==> config.mk <==
export PLATFORM = sky130hd
export DESIGN_NAME = key_event_scheduler
export DESIGN_NICKNAME = d
export VERILOG_FILES = /design/src/rtl/key_event_scheduler.sv
export SDC_FILE = /design/constraint.sdc
export NUM_CORES = 1
export LEC_CHECK = 0
export ABC_CLOCK_PERIOD_IN_PS = 2400
export CELL_PAD_IN_SITES_DETAIL_PLACEMENT = 1
export CELL_PAD_IN_SITES_GLOBAL_PLACEMENT = 2
export CORE_ASPECT_RATIO = 1.4
export CORE_MARGIN = 1
export CORE_UTILIZATION = 40
export DETAILED_ROUTE_END_ITERATION = 16
export GPL_TIMING_DRIVEN = 0
export PLACE_DENSITY = 0.79
export RECOVER_POWER = 100
export SYNTH_ARGS = -nofsm -noshare
export SYNTH_HDL_FRONTEND = slang
export SYNTH_SLANG_ARGS = --single-unit
==> constraint.sdc <==
create_clock -name sysClk -period 2.4 [get_ports sysClk]
set_input_delay 0.36 -clock sysClk [delete_from_list [all_inputs] [get_ports sysClk]]
set_output_delay 0.36 -clock sysClk [all_outputs]
set_load 0.01 [all_outputs]
==> src/rtl/key_event_scheduler.sv <==
// Two-key event scheduler: per-key press/long/repeat/release FSMs feed one-deep
// pending slots, which a fixed-priority arbiter drains into a 4-entry event FIFO.
module key_event_scheduler #(
    parameter int unsigned LONG_CYCLES   = 50000000,
    parameter int unsigned REPEAT_CYCLES = 10000000
) (
    input  logic       sysClk,
    input  logic       sysRst,
    input  logic [1:0] stableKey,
    input  logic       evtReady,
    output logic       evtValid,
    output logic       evtKey,
    output logic [1:0] evtType,
    output logic       overflow
);

    typedef enum logic [1:0] {S_IDLE, S_PRESSED, S_HELD} state_t;

    localparam logic [1:0]  EV_PRESS   = 2'b00;
    localparam logic [1:0]  EV_LONG    = 2'b01;
    localparam logic [1:0]  EV_REPEAT  = 2'b10;
    localparam logic [1:0]  EV_RELEASE = 2'b11;
    localparam logic [31:0] LONG_LAST  = 32'(LONG_CYCLES - 1);
    localparam logic [31:0] REP_LAST   = 32'(REPEAT_CYCLES - 1);

    state_t      state_q [2];
    state_t      state_d [2];
    logic [31:0] cnt_q   [2];
    logic [31:0] cnt_d   [2];
    logic [1:0]  keyPrev_q;
    logic [1:0]  pressEdge, relEdge;
    logic [1:0]  post;
    logic [1:0]  postType [2];

    logic [1:0]  slotV_q, slotV_d;
    logic [1:0]  slotT_q [2];
    logic [1:0]  slotT_d [2];
    logic [1:0]  grant;
    logic        room, push, pop, drop;
    logic [2:0]  pushData;

    logic [2:0]  fifoMem_q [4];
    logic [1:0]  wptr_q, rptr_q;
    logic [2:0]  count_q;
    logic        overflow_q;
    logic [2:0]  head;

    assign pressEdge = stableKey & ~keyPrev_q;
    assign relEdge   = ~stableKey & keyPrev_q;

    // Release is checked first so it suppresses a long/repeat due on the same edge.
    always_comb begin
        for (int i = 0; i < 2; i++) begin
            state_d[i]  = state_q[i];
            cnt_d[i]    = cnt_q[i];
            post[i]     = 1'b0;
            postType[i] = EV_PRESS;
            case (state_q[i])
                S_IDLE: begin
                    if (pressEdge[i]) begin
                        state_d[i]  = S_PRESSED;
                        cnt_d[i]    = '0;
                        post[i]     = 1'b1;
                        postType[i] = EV_PRESS;
                    end
                end
                S_PRESSED, S_HELD: begin
                    if (relEdge[i]) begin
                        state_d[i]  = S_IDLE;
                        cnt_d[i]    = '0;
                        post[i]     = 1'b1;
                        postType[i] = EV_RELEASE;
                    end else if (state_q[i] == S_PRESSED && cnt_q[i] == LONG_LAST) begin
                        state_d[i]  = S_HELD;
                        cnt_d[i]    = '0;
                        post[i]     = 1'b1;
                        postType[i] = EV_LONG;
                    end else if (state_q[i] == S_HELD && cnt_q[i] == REP_LAST) begin
                        cnt_d[i]    = '0;
                        post[i]     = 1'b1;
                        postType[i] = EV_REPEAT;
                    end else begin
                        cnt_d[i]    = cnt_q[i] + 32'd1;
                    end
                end
                default: begin
                    state_d[i] = S_IDLE;
                    cnt_d[i]   = '0;
                end
            endcase
        end
    end

    // A pop on the same edge frees the full FIFO's last entry, so a push may proceed.
    assign pop      = evtValid & evtReady;
    assign room     = (count_q != 3'd4) | pop;
    assign grant[0] = slotV_q[0] & room;
    assign grant[1] = slotV_q[1] & ~slotV_q[0] & room;
    assign push     = |grant;
    assign pushData = grant[0] ? {1'b0, slotT_q[0]} : {1'b1, slotT_q[1]};
    assign drop     = |(post & slotV_q & ~grant);

    always_comb begin
        for (int i = 0; i < 2; i++) begin
            slotV_d[i] = slotV_q[i] & ~grant[i];
            slotT_d[i] = slotT_q[i];
            if (post[i] && (!slotV_q[i] || grant[i])) begin
                slotV_d[i] = 1'b1;
                slotT_d[i] = postType[i];
            end
        end
    end

    always_ff @(posedge sysClk) begin
        if (sysRst) begin
            keyPrev_q  <= 2'b00;
            slotV_q    <= 2'b00;
            wptr_q     <= '0;
            rptr_q     <= '0;
            count_q    <= '0;
            overflow_q <= 1'b0;
            for (int i = 0; i < 2; i++) begin
                state_q[i] <= S_IDLE;
                cnt_q[i]   <= '0;
                slotT_q[i] <= EV_PRESS;
            end
        end else begin
            keyPrev_q <= stableKey;
            slotV_q   <= slotV_d;
            for (int i = 0; i < 2; i++) begin
                state_q[i] <= state_d[i];
                cnt_q[i]   <= cnt_d[i];
                slotT_q[i] <= slotT_d[i];
            end
            if (push) wptr_q <= wptr_q + 2'd1;
            if (pop)  rptr_q <= rptr_q + 2'd1;
            count_q <= count_q + {2'b00, push} - {2'b00, pop};
            if (drop) overflow_q <= 1'b1;
        end
    end

    // Storage needs no reset; the head is masked whenever the FIFO is empty.
    always_ff @(posedge sysClk) begin
        if (push) fifoMem_q[wptr_q] <= pushData;
    end

    assign head     = fifoMem_q[rptr_q];
    assign evtValid = (count_q != 3'd0);
    assign evtKey   = evtValid & head[2];
    assign evtType  = evtValid ? head[1:0] : 2'b00;
    assign overflow = overflow_q;

endmodule

## After elaboration in Yosys (flattened, before gate mapping)

Memory sizes are Yosys's and may differ from the RTL's. A register that Yosys moved wholly into a read port is not among the register bits.
Index checks and enable logic that the tools add are counted.

| word-level totals | value |
|---|---|
| bits in registers | 12 |
| RAM bits | 84 |
| output and inout port bits | 5 |
| memories | 4 |

| operators by class | value |
|---|---|
| $add $sub $neg | 6 |
| equality and inequality tests | 9 |
| mux-type cells | 55 |
| bitwise operators | 24 |
| reductions and logical operators | 17 |

Memories:

| name | depth | width | rd ports | clocked after Yosys merged registers in | wr ports | line | text |
|---|---|---|---|---|---|---|---|
| cnt_q | 2 | 32 | 2 | 0 | 2 | 28 | `logic [31:0] cnt_q [2];` |
| fifoMem_q | 4 | 3 | 1 | 1 | 1 | 42 | `logic [2:0] fifoMem_q [4];` |
| slotT_q | 2 | 2 | 2 | 0 | 2 | 36 | `logic [1:0] slotT_q [2];` |
| state_q | 2 | 2 | 2 | 0 | 2 | 26 | `state_t state_q [2];` |

Operators with widths:

| kind | count |
|---|---|
| 2-to-1 mux 32 bit | 10 |
| case mux 32 bit (2 select lines) | 2 |
| adder 32 x 1 -> 32 bit, second input constant | 2 |
| equality test 32 x 24 -> 1 bit, second input constant | 2 |
| equality test 32 x 26 -> 1 bit, second input constant | 2 |
| 2-to-1 mux 2 bit | 23 |
| 2-to-1 mux 1 bit | 15 |
| AND 2 bit | 4 |
| case mux 2 bit (2 select lines) | 2 |
| OR reduction 2 bit | 4 |
| AND 1 bit | 7 |
| bitwise OR 1 bit | 7 |
| logical AND 1 bit | 6 |
| NOT 2 bit | 3 |
| adder 2 x 1 -> 2 bit, second input constant | 2 |
| equality test 2 x 1 -> 1 bit, second input constant | 2 |
| equality test 2 bit, second input constant | 2 |
| logical NOT 2 bit | 2 |
| case mux 1 bit (2 select lines) | 2 |
| adder 3 x 1 -> 3 bit | 1 |
| 2-to-1 mux 3 bit | 1 |
| != test 3 bit, second input constant | 1 |
| NOT 1 bit | 3 |
| nonzero test 3 bit | 1 |
| other kinds (3) | 5 |

## Logic depth before layout (Yosys ltp)

Gate-level depths: netlist of run 1.

| logic depth | value |
|---|---|
| depth in word-level cells | 9 |
| gate-level depth with buffers | 9 |

## Least setup slack after synthesis of run 1

No wires, ideal clock.

| timing path | value |
|---|---|
| path kind | flip-flop to flip-flop |
| start | reg count_q[0] |
| end | reg count_q[2] |
| arrival | 2.019 ns |
| setup slack | 0.253 ns |
| cell stages (with the launch flop) | 9 |
| path buffers | 0 |
| cells stage by stage | dfxtp_1 > or3_1 > and2_1 > ha_1 > inv_1 > ha_1 > fa_1 > xnor2_1 > nor2_1 |

| on the way | value |
|---|---|
| longest elaborated chain between the ends | 7 |
| elaborated cells between the ends (all ways) | 9 |
| those cells by class | add/sub: 2; eq/ne: 1; bitwise: 4; reduce/logical: 2 |

RTL lines:

| item | line | text |
|---|---|---|
| start, declared | 44 | `logic [2:0] count_q;` |
| start signal, assigned | 137 | `count_q <= count_q + {2'b00, push} - {2'b00, pop};` |
| nonzero test 3 bit (*) | 148 | `assign evtValid = (count_q != 3'd0);` |
| via evtValid | 11 | `output logic evtValid,` |
| AND 1 bit (*) | 95 | `assign pop = evtValid & evtReady;` |
| via pop | 39 | `logic room, push, pop, drop;` |
| bitwise OR 1 bit | 96 | `assign room = (count_q != 3'd4) \| pop;` |
| AND 1 bit (on tied branches) | 97, 98 |  |
| OR reduction 2 bit | 99 | `assign push = \|grant;` |
| adder 3 x 1 -> 3 bit | 137 |  |
| subtractor 3 x 1 -> 3 bit (*) | 137 |  |

Mark *: on every way through the listed nets, which the timed path passes. The rest lies on a longest branch.
A chain may end at the register's enable or synchronous reset.

==> impl_metrics.json, run 1 <==
{
  "holdPathEnd": "slotT_q[0][3]$_SDFFE_PP0P_",
  "ys_ff_latch": 98,
  "netlist_area_um2": 5127,
  "worstReg2RegEnd": "cnt_q[0][46]$_SDFFE_PP0P_",
  "cts_tree": "done",
  "yosys_warnings": 0,
  "drive_gt1_share_pct": 8.926,
  "drc": 0,
  "clockRootBuffer": "clkbuf_16",
  "area_delta_synth_final_pct": 13.86,
  "io_pins": 10,
  "finalCritPeriodShare_pct": 95.45,
  "hold_path_class": "flop to flop",
  "async_flop_share_pct": 0,
  "gp_congestion": 0.8492,
  "grt_antenna_before_repair": 0,
  "post-synth-top-count-cell": "dfxtp_1",
  "syn-instance-count": 573,
  "die-area_um2": 13280,
  "setup_viol": 0,
  "required_ns": 2.65,
  "cp-start-kind": "flop",
  "insertion_delay_ns": 0.36,
  "worstPathMaxFanout": 10,
  "fin_nets": 622,
  "crit_path_end_kind": "flop",
  "ant_nets": 0,
  "core.rowCount": 48,
  "synth.area.top_cells": "dfxtp_1 (34%), edfxtp_1 (7.0%), xor2_1 (5.3%)",
  "slew_headroom_pct": 43.21,
  "worst_r2r_path_depth": 9,
  "vdd_drop_max_uv": 324.0,
  "clk_path_buf_depth": 2,
  "fp.dieH_um": 136.0,
  "drt_iter0_drc": 105,
  "synth_cell_types": 58,
  "numCtsBuffers": 9,
  "instances_no_fill": 755,
  "timing.rr.start": "state_q[0][3]$_SDFFE_PP0P_",
  "synth_area_per_cell_um2": 8.948,
  "grtUsageTotal_pct": 22.21,
  "start_util_pct": 41.24,
  "diodes": 0,
  "worstMarginPinSlew_ns": 0.8498,
  "drt-pass1-iter-count": 4,
  "p_per_area_nw_per_um2": 674.5,
  "status": "finished clean",
  "core_area_um2": 12430,
  "routed_wl_mm": 14.04,
  "slew_viol_final": 0,
  "yosys_most_used_dff": "dfxtp_1",
  "worstPathArrival_ns": 2.54,
  "die_x_um": 97.69,
  "io_buffers": 9,
  "holdPathStages": 2,
  "critPathKind": "flop to flop",
  "p_leak_nw": 1.921,
  "vias": 4335,
  "r2r_slack_ns": 0.11,
  "grt_pass1_wl_mm": 23.05,
  "place_inst": 732,
  "synth_top_area_cell": "dfxtp_1",
  "setup_tns_ns": 0,
  "yosys.area.top_type_share_pct": 33.58,
  "clock_skew_ns": 0.007792,
  "synth_nets": 595,
  "post-route-min-period_ns": 2.291,
  "grt_max_degree": 20,
  "clock_sinks": 98,
  "synth.top_cells.by_count": "dfxtp_1 (86), nor2_1 (57), nand2_1 (43), nand4_1 (33)",
  "hold_viol": 0,
  "holdBufCountCts": 0,
  "hpwl_mm": 10.75,
  "grt_overflow_total": 0,
  "cts_max_level": 3,
  "min-delay-start": "slotT_q[0][3]$_SDFFE_PP0P_",
  "via_per_inst": 5.742,
  "grt_pass1_vias": 4632,
  "wl_per_cell_um": 18.60,
  "max_cap_violations": 0,
  "clkTransAtPathRegs_ns": 0.07,
  "synth_edf_count": 12,
  "ys_seq_area_share_pct": 40.61,
  "fmax_mhz": 436.5
}
[placed cells by master, fill, tap and decap left out, types with 12 or more instances in the layout]
master	Yosys	layout
ha_1	16	16
nor2_1	57	57
inv_1	25	25
dfxtp_1	86	85
nand3_1	31	30
nor4_1	13	12
xor2_1	31	31
o21ai_0	14	13
nand2_1	43	43
edfxtp_1	12	12
nand4_1	33	33
xnor2_1	18	18
nor3_1	28	27
[final cells by class]
| cell class | instances | area [um2] |
|---|---|---|
| Clock inverter | 7 | 72.57 |
| Fill cell | 1457 | 6594 |
| Tap cell | 150 | 187.7 |
| Clock buffer | 9 | 225.2 |
| Inverter | 25 | 93.84 |
| Buffer | 22 | 115.1 |
| Sequential cell | 98 | 2083 |
| Timing Repair Buffer | 16 | 142.6 |
| Multi-Input combinational cell | 428 | 2918 |
[cells by family (layout without fill, tap and decap cells)]
kind of cell,Yosys count,in the layout,synth area share (%)
simple gates,281,281,29.77
flops,98,98,40.61
compound gates,69,69,9.907
xor+xnor,49,49,8.370
buf+inv,47,79,3.929
fa+ha+maj,17,17,4.295
mux,12,12,3.123
[routing by layer]
layer  wire (um)  vias to the layer above  track usage, %
met5           0                        -               0
met4         395                        0           10.27
met3         220                       30           2.725
met2        7889                       41           44.33
met1        5539                     2133           22.76
li1            -                     2131               -
[where the power goes]
| group | internal (mW) | switching (mW) | total [mW] |
|---|---|---|---|
| combinational | 0.329 | 0.358 | 0.687 |
| clock | 0.734 | 0.711 | 1.45 |
| sequential | 1.74 | 0.0701 | 1.81 |
[worst max-delay path, stage by stage (launching register included)]
cell	delay (ns)
dfxtp_1	0.34
inv_1	0.09
ha_1	0.17
nand4bb_1	0.10
or4_1	0.49
buf_2	0.19
a2111o_1	0.43
nand2_4	0.17
buf_6	0.16
nor2_1	0.05
[timing repair]
action	CTS	global route
setup endpoints to repair	33	60
buffers inserted	4	3
pin swaps	3	1
resized for setup	5	17
cloned	0	0
[registers in the layout, indices dropped and copies added (netlist names), named ones only]
signal,cells
cnt_q,64
fifoMem_q,12
slotT_q,4
state_q,4
count_q,3
keyPrev_q,2
rptr_q,2
slotV_q,2
wptr_q,2
overflow,1
[per-stage QoR]
step	hold slack (ns)	setup WS [ns]	utilization [%]	area [um2]	power, mW
4_1_cts	0.4686	0.002563	46.31	5757	3.979
5_1_grt	0.4970	-0.005284	46.96	5838	4.128
2_1_floorplan	0.4313	0.2531	-	5127	2.264
3_3_place_gp	0.4542	-0.4427	43.48	5405	2.476
6_report	0.4656	0.1093	46.96	5838	3.938
3_5_place_dp	0.4561	-0.5430	43.48	5405	2.504
[how the worst max path moves through the flow]
stage | from | endpoint | slack [ns] | cells past startpoint
3_5_place_dp | evtReady | count_q[2]$_SDFF_PP0_ | -0.54 | 7
6_report | state_q[0][3]$_SDFFE_PP0P_ | cnt_q[0][46]$_SDFFE_PP0P_ | 0.11 | 9
3_3_place_gp | evtReady | count_q[2]$_SDFF_PP0_ | -0.44 | 7
4_1_cts | cnt_q[0][32]$_SDFFE_PP0P_ | cnt_q[0][56]$_SDFFE_PP0P_ | 0.003 | 6
5_1_grt | state_q[0][3]$_SDFFE_PP0P_ | cnt_q[0][48]$_SDFFE_PP0P_ | -0.005 | 9
2_1_floorplan | count_q[0]$_SDFF_PP0_ | count_q[2]$_SDFF_PP0_ | 0.25 | 8
Note: power is estimated with default switching activity, not from simulation.
==> run 2, diff against run 1 <==
--- a/config.mk
+++ b/config.mk
@@ -8,7 +8,6 @@
 export ABC_CLOCK_PERIOD_IN_PS = 2400
 export CELL_PAD_IN_SITES_DETAIL_PLACEMENT = 1
 export CELL_PAD_IN_SITES_GLOBAL_PLACEMENT = 2
-export CORE_ASPECT_RATIO = 1.4
 export CORE_MARGIN = 1
 export CORE_UTILIZATION = 40
 export DETAILED_ROUTE_END_ITERATION = 16
==> run 2 against run 1 <==
  * Design area rose by 1.1%
  * Maximum frequency fell by 1.4%
  * Flip-flop and latch count did not move
  * Global-route usage rose by 0.68 points
  * Register-to-register slack got worse by 0.03 ns
  * Setup slack got worse by 0.032 ns
  * Sequential power barely moved
  * Sequential share of layout area fell by 0.34 points
  * Wire length fell by 0.50%
  * Highest routed layer unchanged
==> impl_metrics.json, run 2 (same netlist as run 1, synthesis figures left out) <==
{
  "worstPathArrival_ns": 2.60,
  "holdPathEnd": "slotT_q[0][3]$_SDFFE_PP0P_",
  "p_total_mw": 4.188,
  "holdBufCountCts": 0,
  "instances_no_fill": 771,
  "ant_nets": 0,
  "start_util_pct": 41.82,
  "slew_headroom_pct": 41.63,
  "setup_tns_ns": 0,
  "fin_area_um2": 5901,
  "io_buffers": 9,
  "status": "finished clean",
  "busiest_layer": "met2",
  "reg_top3": "cnt_q (64), fifoMem_q (12)",
  "io_pins": 10,
  "crit_path_end_kind": "flop",
  "drt-pass1-iter-count": 4,
  "setup_viol": 0,
  "clock_sinks": 98,
  "worstPathMaxFanout": 6,
  "core.rowCount": 40,
  "largest_reg_flops": 64,
  "area_delta_synth_final_pct": 15.08,
  "slew_viol_final": 0,
  "critPathKind": "flop to flop",
  "vias": 4374,
  "numCtsBuffers": 9,
  "worstReg2RegEnd": "slotT_q[0][2]$_SDFFE_PP0P_",
  "grtUsageTotal_pct": 22.89,
  "clkTransAtPathRegs_ns": 0.07,
  "grt_overflow_total": 0,
  "insertion_delay_ns": 0.35,
  "grt_pass1_wl_mm": 23.40,
  "r2r_slack_ns": 0.08,
  "worst_r2r_path_depth": 8,
  "p_per_area_nw_per_um2": 709.8,
  "final_common_cell": "dfxtp_1",
  "grt_util_met3_pct": 5.535,
  "required_ns": 2.68,
  "finalCritPeriodShare_pct": 96.79,
  "post-route-min-period_ns": 2.323,
  "critPathTopFamily": "compound AO/OA/AOI/OAI gates",
  "routed_wl_mm": 13.97,
  "place_inst": 750,
  "critPathMaxStageDelay_ns": 0.48,
  "hold_path_class": "flop to flop",
  "grt_pass1_vias": 4514,
  "gp_congestion": 0.7840,
  "hold_viol": 0,
  "timing.rr.start": "state_q[0][3]$_SDFFE_PP0P_",
  "clock_skew_ns": 0.007633,
  "cp_num_buf_inv": 2,
  "grt_antenna_before_repair": 0,
  "dpl_cell_area_um2": 5428,
  "use_met1_pct": 27.67,
  "hpwl_mm": 10.28,
  "regMostFlops": "cnt_q",
  "fp.dieH_um": 115.2,
  "cpMaxStageDelayCell": "or4_1",
  "worstMarginPinSlew_ns": 0.8733,
  "whs_ns": 0.4766,
  "max_cap_violations": 0,
  "cp-start-kind": "flop",
  "min-delay-start": "slotT_q[0][3]$_SDFFE_PP0P_",
  "vdd_drop_max_uv": 367.6,
  "wl_per_cell_um": 18.12,
  "grt_use_met2_pct": 39.96,
  "cts_max_level": 3,
  "drt_iter0_drc": 202,
  "via_per_inst": 5.673,
  "crit_chain": "inv_1, ha_1, nand4bb_1, or4_1, buf_2, a2111oi_2, o21a_1, mux2i_1",
  "drc": 0,
  "drive_gt1_share_pct": 8.126,
  "clockRootBuffer": "clkbuf_16",
  "holdPathStages": 2,
  "p_leak_nw": 1.936,
  "diodes": 0,
  "rsz0062_at_grt": "no",
  "layout_common_cells": "dfxtp_1 (83), nor2_1 (57), nand2_1 (43)",
  "cts_tree": "done",
  "die-area_um2": 13280,
  "fmax_mhz": 430.5,
  "die_x_um": 115.2,
  "grt_max_degree": 17,
  "fin_nets": 620,
  "clk_path_buf_depth": 2,
  "core_area_um2": 12260
}
run 2: changes by cell type in the layout (fill, tap and decap cells not counted), sizes merged:
cell	delta
clkinv	-2
inv	-3
bufinv	+3
clkbuf	+6
buf	-6
run 2: area by class of cell:
| type | count | area, um2 |
|---|---|---|
| Buffer | 22 | 128.9 |
| Clock buffer | 11 | 242.7 |
| Clock inverter | 5 | 102.6 |
| Fill cell | 1441 | 6361 |
| Inverter | 25 | 93.84 |
| Multi-Input combinational cell | 428 | 2899 |
| Sequential cell | 98 | 2086 |
| Tap cell | 168 | 210.2 |
| Timing Repair Buffer | 14 | 137.6 |
run 2: report_power, final:
part	internal, mW	switching [mW]	leakage (nW)	total, mW
Combinational	0.328	0.365	0.969	0.694
Clock	1.05	0.642	0.166	1.69
Sequential	1.74	0.0690	0.801	1.81
Total	3.11	1.08	1.94	4.19
run 2: how the worst max path moves through the flow:
stage	from	endpoint	slack, ns	depth (start not counted)
floorplan	count_q[0]$_SDFF_PP0_	count_q[2]$_SDFF_PP0_	0.25	8
finish	state_q[0][3]$_SDFFE_PP0P_	slotT_q[0][2]$_SDFFE_PP0P_	0.08	8
CTS	state_q[0][0]$_SDFFE_PP0P_	cnt_q[0][31]$_SDFFE_PP0P_	0.007	7
global placement	evtReady	count_q[2]$_SDFF_PP0_	-0.35	7
global route	state_q[0][2]$_SDFFE_PP0P_	cnt_q[0][58]$_SDFFE_PP0P_	0.007	8
detailed placement	evtReady	count_q[2]$_SDFF_PP0_	-0.44	7
run 2: per-stage QoR:
step,setup WS [ns],utilization [%]
after global placement,-0.3497,44.27
after global routing,0.006619,48.12
after detailed placement,-0.4445,44.27
final,0.07702,48.12
after floorplan,0.2531,-
after CTS,0.007089,47.52
run 2: worst min-delay path, delay by kind of cell (launching register included):
family / cells / cell delay (ns)
simple gates: 1 / 0.06
mux: 1 / 0.05
flops: 1 / 0.32
run 2: timing repair:
action / 4_1_cts / 5_1_grt
setup buffers: 3 / 1
resized for setup: 8 / 24
setup endpoints to repair: 33 / 42
pin swaps: 2 / 4
gates cloned: 0 / 1
hold endpoints to repair: 0 / 0
run 2: per-layer routing:
| layer | vias to the layer above | wire [um] |
|---|---|---|
| met3 | 21 | 371 |
| met4 | 0 | 226 |
| met1 | 2174 | 6435 |
| li1 | 2131 | - |
| met2 | 48 | 6940 |
| met5 | - | 0 |
==> run 3, diff against run 2 <==
--- a/config.mk
+++ b/config.mk
@@ -14,6 +14,7 @@
 export GPL_TIMING_DRIVEN = 0
 export PLACE_DENSITY = 0.79
 export RECOVER_POWER = 100
+export REMOVE_ABC_BUFFERS = 1
 export SYNTH_ARGS = -nofsm -noshare
 export SYNTH_HDL_FRONTEND = slang
 export SYNTH_SLANG_ARGS = --single-unit
==> run 3 against run 2 <==
  * Sequential share of layout area grew 0.34 points
  * Design area shrank 1.1%
  * Cell count shrank 1.8%
  * First-iteration DRC count grew 28%
  * Total power shrank 4.1%
  * Critical path depth is the same
  * Die area is the same
  * Global-route usage shrank 1.4 points
  * Maximum frequency grew 0.86%
  * Count of clock-buffer cells in the layout shrank 2
==> impl_metrics.json, run 3 (same netlist as run 1, synthesis figures left out) <==
{
  "max_cap_violations": 0,
  "fp.dieH_um": 115.2,
  "diodes": 0,
  "cts_max_level": 3,
  "cts_tree": "done",
  "setup_viol": 0,
  "layout_common_cells": "dfxtp_1 (86), nor2_1 (56), nand2_1 (43)",
  "post-route-min-period_ns": 2.303,
  "clockRootBuffer": "clkbuf_16",
  "clock_sinks": 98,
  "status": "finished clean",
  "insertion_delay_ns": 0.35,
  "p_per_area_nw_per_um2": 688.1,
  "hpwl_mm": 8.966,
  "routed_wl_mm": 12.99,
  "reg_top3": "cnt_q (64), fifoMem_q (12)",
  "clk_path_buf_depth": 2,
  "area_delta_synth_final_pct": 13.79,
  "die_x_um": 115.2,
  "ant_nets": 0,
  "gp_congestion": 0.7677,
  "cp-start-kind": "flop",
  "wl_per_cell_um": 17.16,
  "comb_power_share_pct": 17.3,
  "drive_gt1_share_pct": 8.319,
  "instances_no_fill": 757,
  "crit_path_end_kind": "flop",
  "r2r_slack_ns": 0.1,
  "switching_share_pct": 27.95,
  "fin_nets": 606,
  "crit_chain": "inv_1, ha_1, nor4bb_2, nand4_1, a2111o_2, a21oi_4, buf_12, nor3_1",
  "worstMarginPinSlew_ns": 0.9413,
  "p_int_mw": 2.893,
  "clock_skew_ns": 0.007821,
  "numCtsBuffers": 9,
  "vdd_drop_max_uv": 398.7,
  "drc": 0,
  "drt_iter0_drc": 258,
  "place_inst": 732,
  "p_total_mw": 4.015,
  "largest_reg_flops": 64,
  "critPathKind": "flop to flop",
  "worstPathMaxFanout": 12,
  "vias": 4286,
  "grt_pass1_wl_mm": 21.94,
  "crit_end": "cnt_q[0][12]$_SDFFE_PP0P_",
  "regMostFlops": "cnt_q",
  "clkTransAtPathRegs_ns": 0.07,
  "timing.rr.start": "state_q[0][0]$_SDFFE_PP0P_",
  "grt_max_degree": 37,
  "rsz0062_at_grt": "yes",
  "start_util_pct": 41.82,
  "cp_num_buf_inv": 2,
  "holdPathStages": 2,
  "final_common_cell": "dfxtp_1",
  "core.rowCount": 40,
  "drt-pass1-iter-count": 4,
  "power_frac_seq_pct": 44.9,
  "p_leak_nw": 1.904,
  "worst_r2r_path_depth": 8,
  "slew_viol_final": 0,
  "finalCritPeriodShare_pct": 95.97,
  "power_frac_clock_pct": 37.8,
  "core_area_um2": 12260,
  "cp_num_cells": 8,
  "startpoint": "state_q[0][0]$_SDFFE_PP0P_",
  "hold_path_class": "flop to flop",
  "io_pins": 10,
  "cpMaxStageDelayCell": "a2111o_2",
  "grt_overflow_total": 0,
  "grtUsageTotal_pct": 21.54,
  "via_per_inst": 5.662,
  "io_buffers": 9,
  "worstPathArrival_ns": 2.51,
  "slew_headroom_pct": 37.02,
  "fmax_mhz": 434.2,
  "grt_antenna_before_repair": 0,
  "critPathTopFamily": "compound AO/OA/AOI/OAI gates",
  "hold_viol": 0,
  "critPathMaxStageDelay_ns": 0.63,
  "worstReg2RegEnd": "cnt_q[0][12]$_SDFFE_PP0P_",
  "grt_pass1_vias": 4326,
  "required_ns": 2.60,
  "die-area_um2": 13280,
  "p_switching_mw": 1.122
}
[run 3: per-stage QoR]
stage / hold slack, ns / util [%] / setup WS [ns] / setup TNS, ns / instance area (um2)
after floorplan: 0.4291 / - / -0.05464 / -0.05765 / 5020
after global placement: 0.4469 / 43.39 / -1.399 / -60.56 / 5320
after detailed placement: 0.4587 / 43.74 / -0.7026 / -20.37 / 5364
after CTS: 0.4075 / 47.06 / 0.008353 / 0 / 5771
after global routing: 0.4976 / 47.58 / -0.08293 / -0.3297 / 5834
final: 0.4639 / 47.58 / 0.09673 / 0 / 5834
[run 3: power by group through the flow]
stage | logic, mW | registers [mW] | clock network, mW
finish | 0.695 | 1.80 | 1.52
global route | 0.780 | 1.81 | 1.64
CTS | 0.698 | 1.80 | 1.57
detailed placement | 0.652 | 1.84 | 0
global placement | 0.612 | 1.83 | 0
floorplan | 0.421 | 1.82 | 0
[run 3: layer usage]
| metal | track usage, % | vias up | wire length, um |
|---|---|---|---|
| met3 | 5.271 | 8 | 225 |
| met5 | 0 | - | 0 |
| met2 | 37.39 | 32 | 6427 |
| met1 | 26.68 | 2133 | 6207 |
| met4 | 5.541 | 0 | 132 |
| li1 | - | 2113 | - |
[run 3: final cells by class]
class,count,area [um2]
clock inverter,7,88.84
sequential,98,2082
fill,1420,6427
timing repair buffer,21,202.7
tap,168,210.2
clock buffer,9,225.2
inverter,25,93.84
multi-input combinational,429,2932
[run 3: how the worst min path moves through the flow]
| stage | start | endpoint | slack, ns |
|---|---|---|---|
| final | slotT_q[0][2]$_SDFFE_PP0P_ | slotT_q[0][2]$_SDFFE_PP0P_ | 0.46 |
| after global routing | slotT_q[0][3]$_SDFFE_PP0P_ | slotT_q[0][3]$_SDFFE_PP0P_ | 0.50 |
| after CTS | sysRst | cnt_q[0][1]$_SDFFE_PP0P_ | 0.41 |
| after detailed placement | slotT_q[0][3]$_SDFFE_PP0P_ | slotT_q[0][3]$_SDFFE_PP0P_ | 0.46 |
| after global placement | slotT_q[0][3]$_SDFFE_PP0P_ | slotT_q[0][3]$_SDFFE_PP0P_ | 0.45 |
| after floorplan | sysRst | cnt_q[0][0]$_SDFFE_PP0P_ | 0.43 |
[run 3: worst reg2reg max path, cell delays in order (launching register included)]
cell      delay (ns)
dfxtp_1         0.35
inv_1           0.09
ha_1            0.16
nor4bb_2        0.28
nand4_1         0.20
a2111o_2        0.63
a21oi_4         0.22
buf_12          0.17
nor3_1          0.06
[run 3: repair_timing]
action | in CTS | in global routing
buffers inserted | 5 | 3
pin swaps | 3 | 1
endpoints found under the setup margin | 30 | 43
hold buffers | 0 | 0
gates resized for setup | 7 | 13
gates cloned | 1 | 0
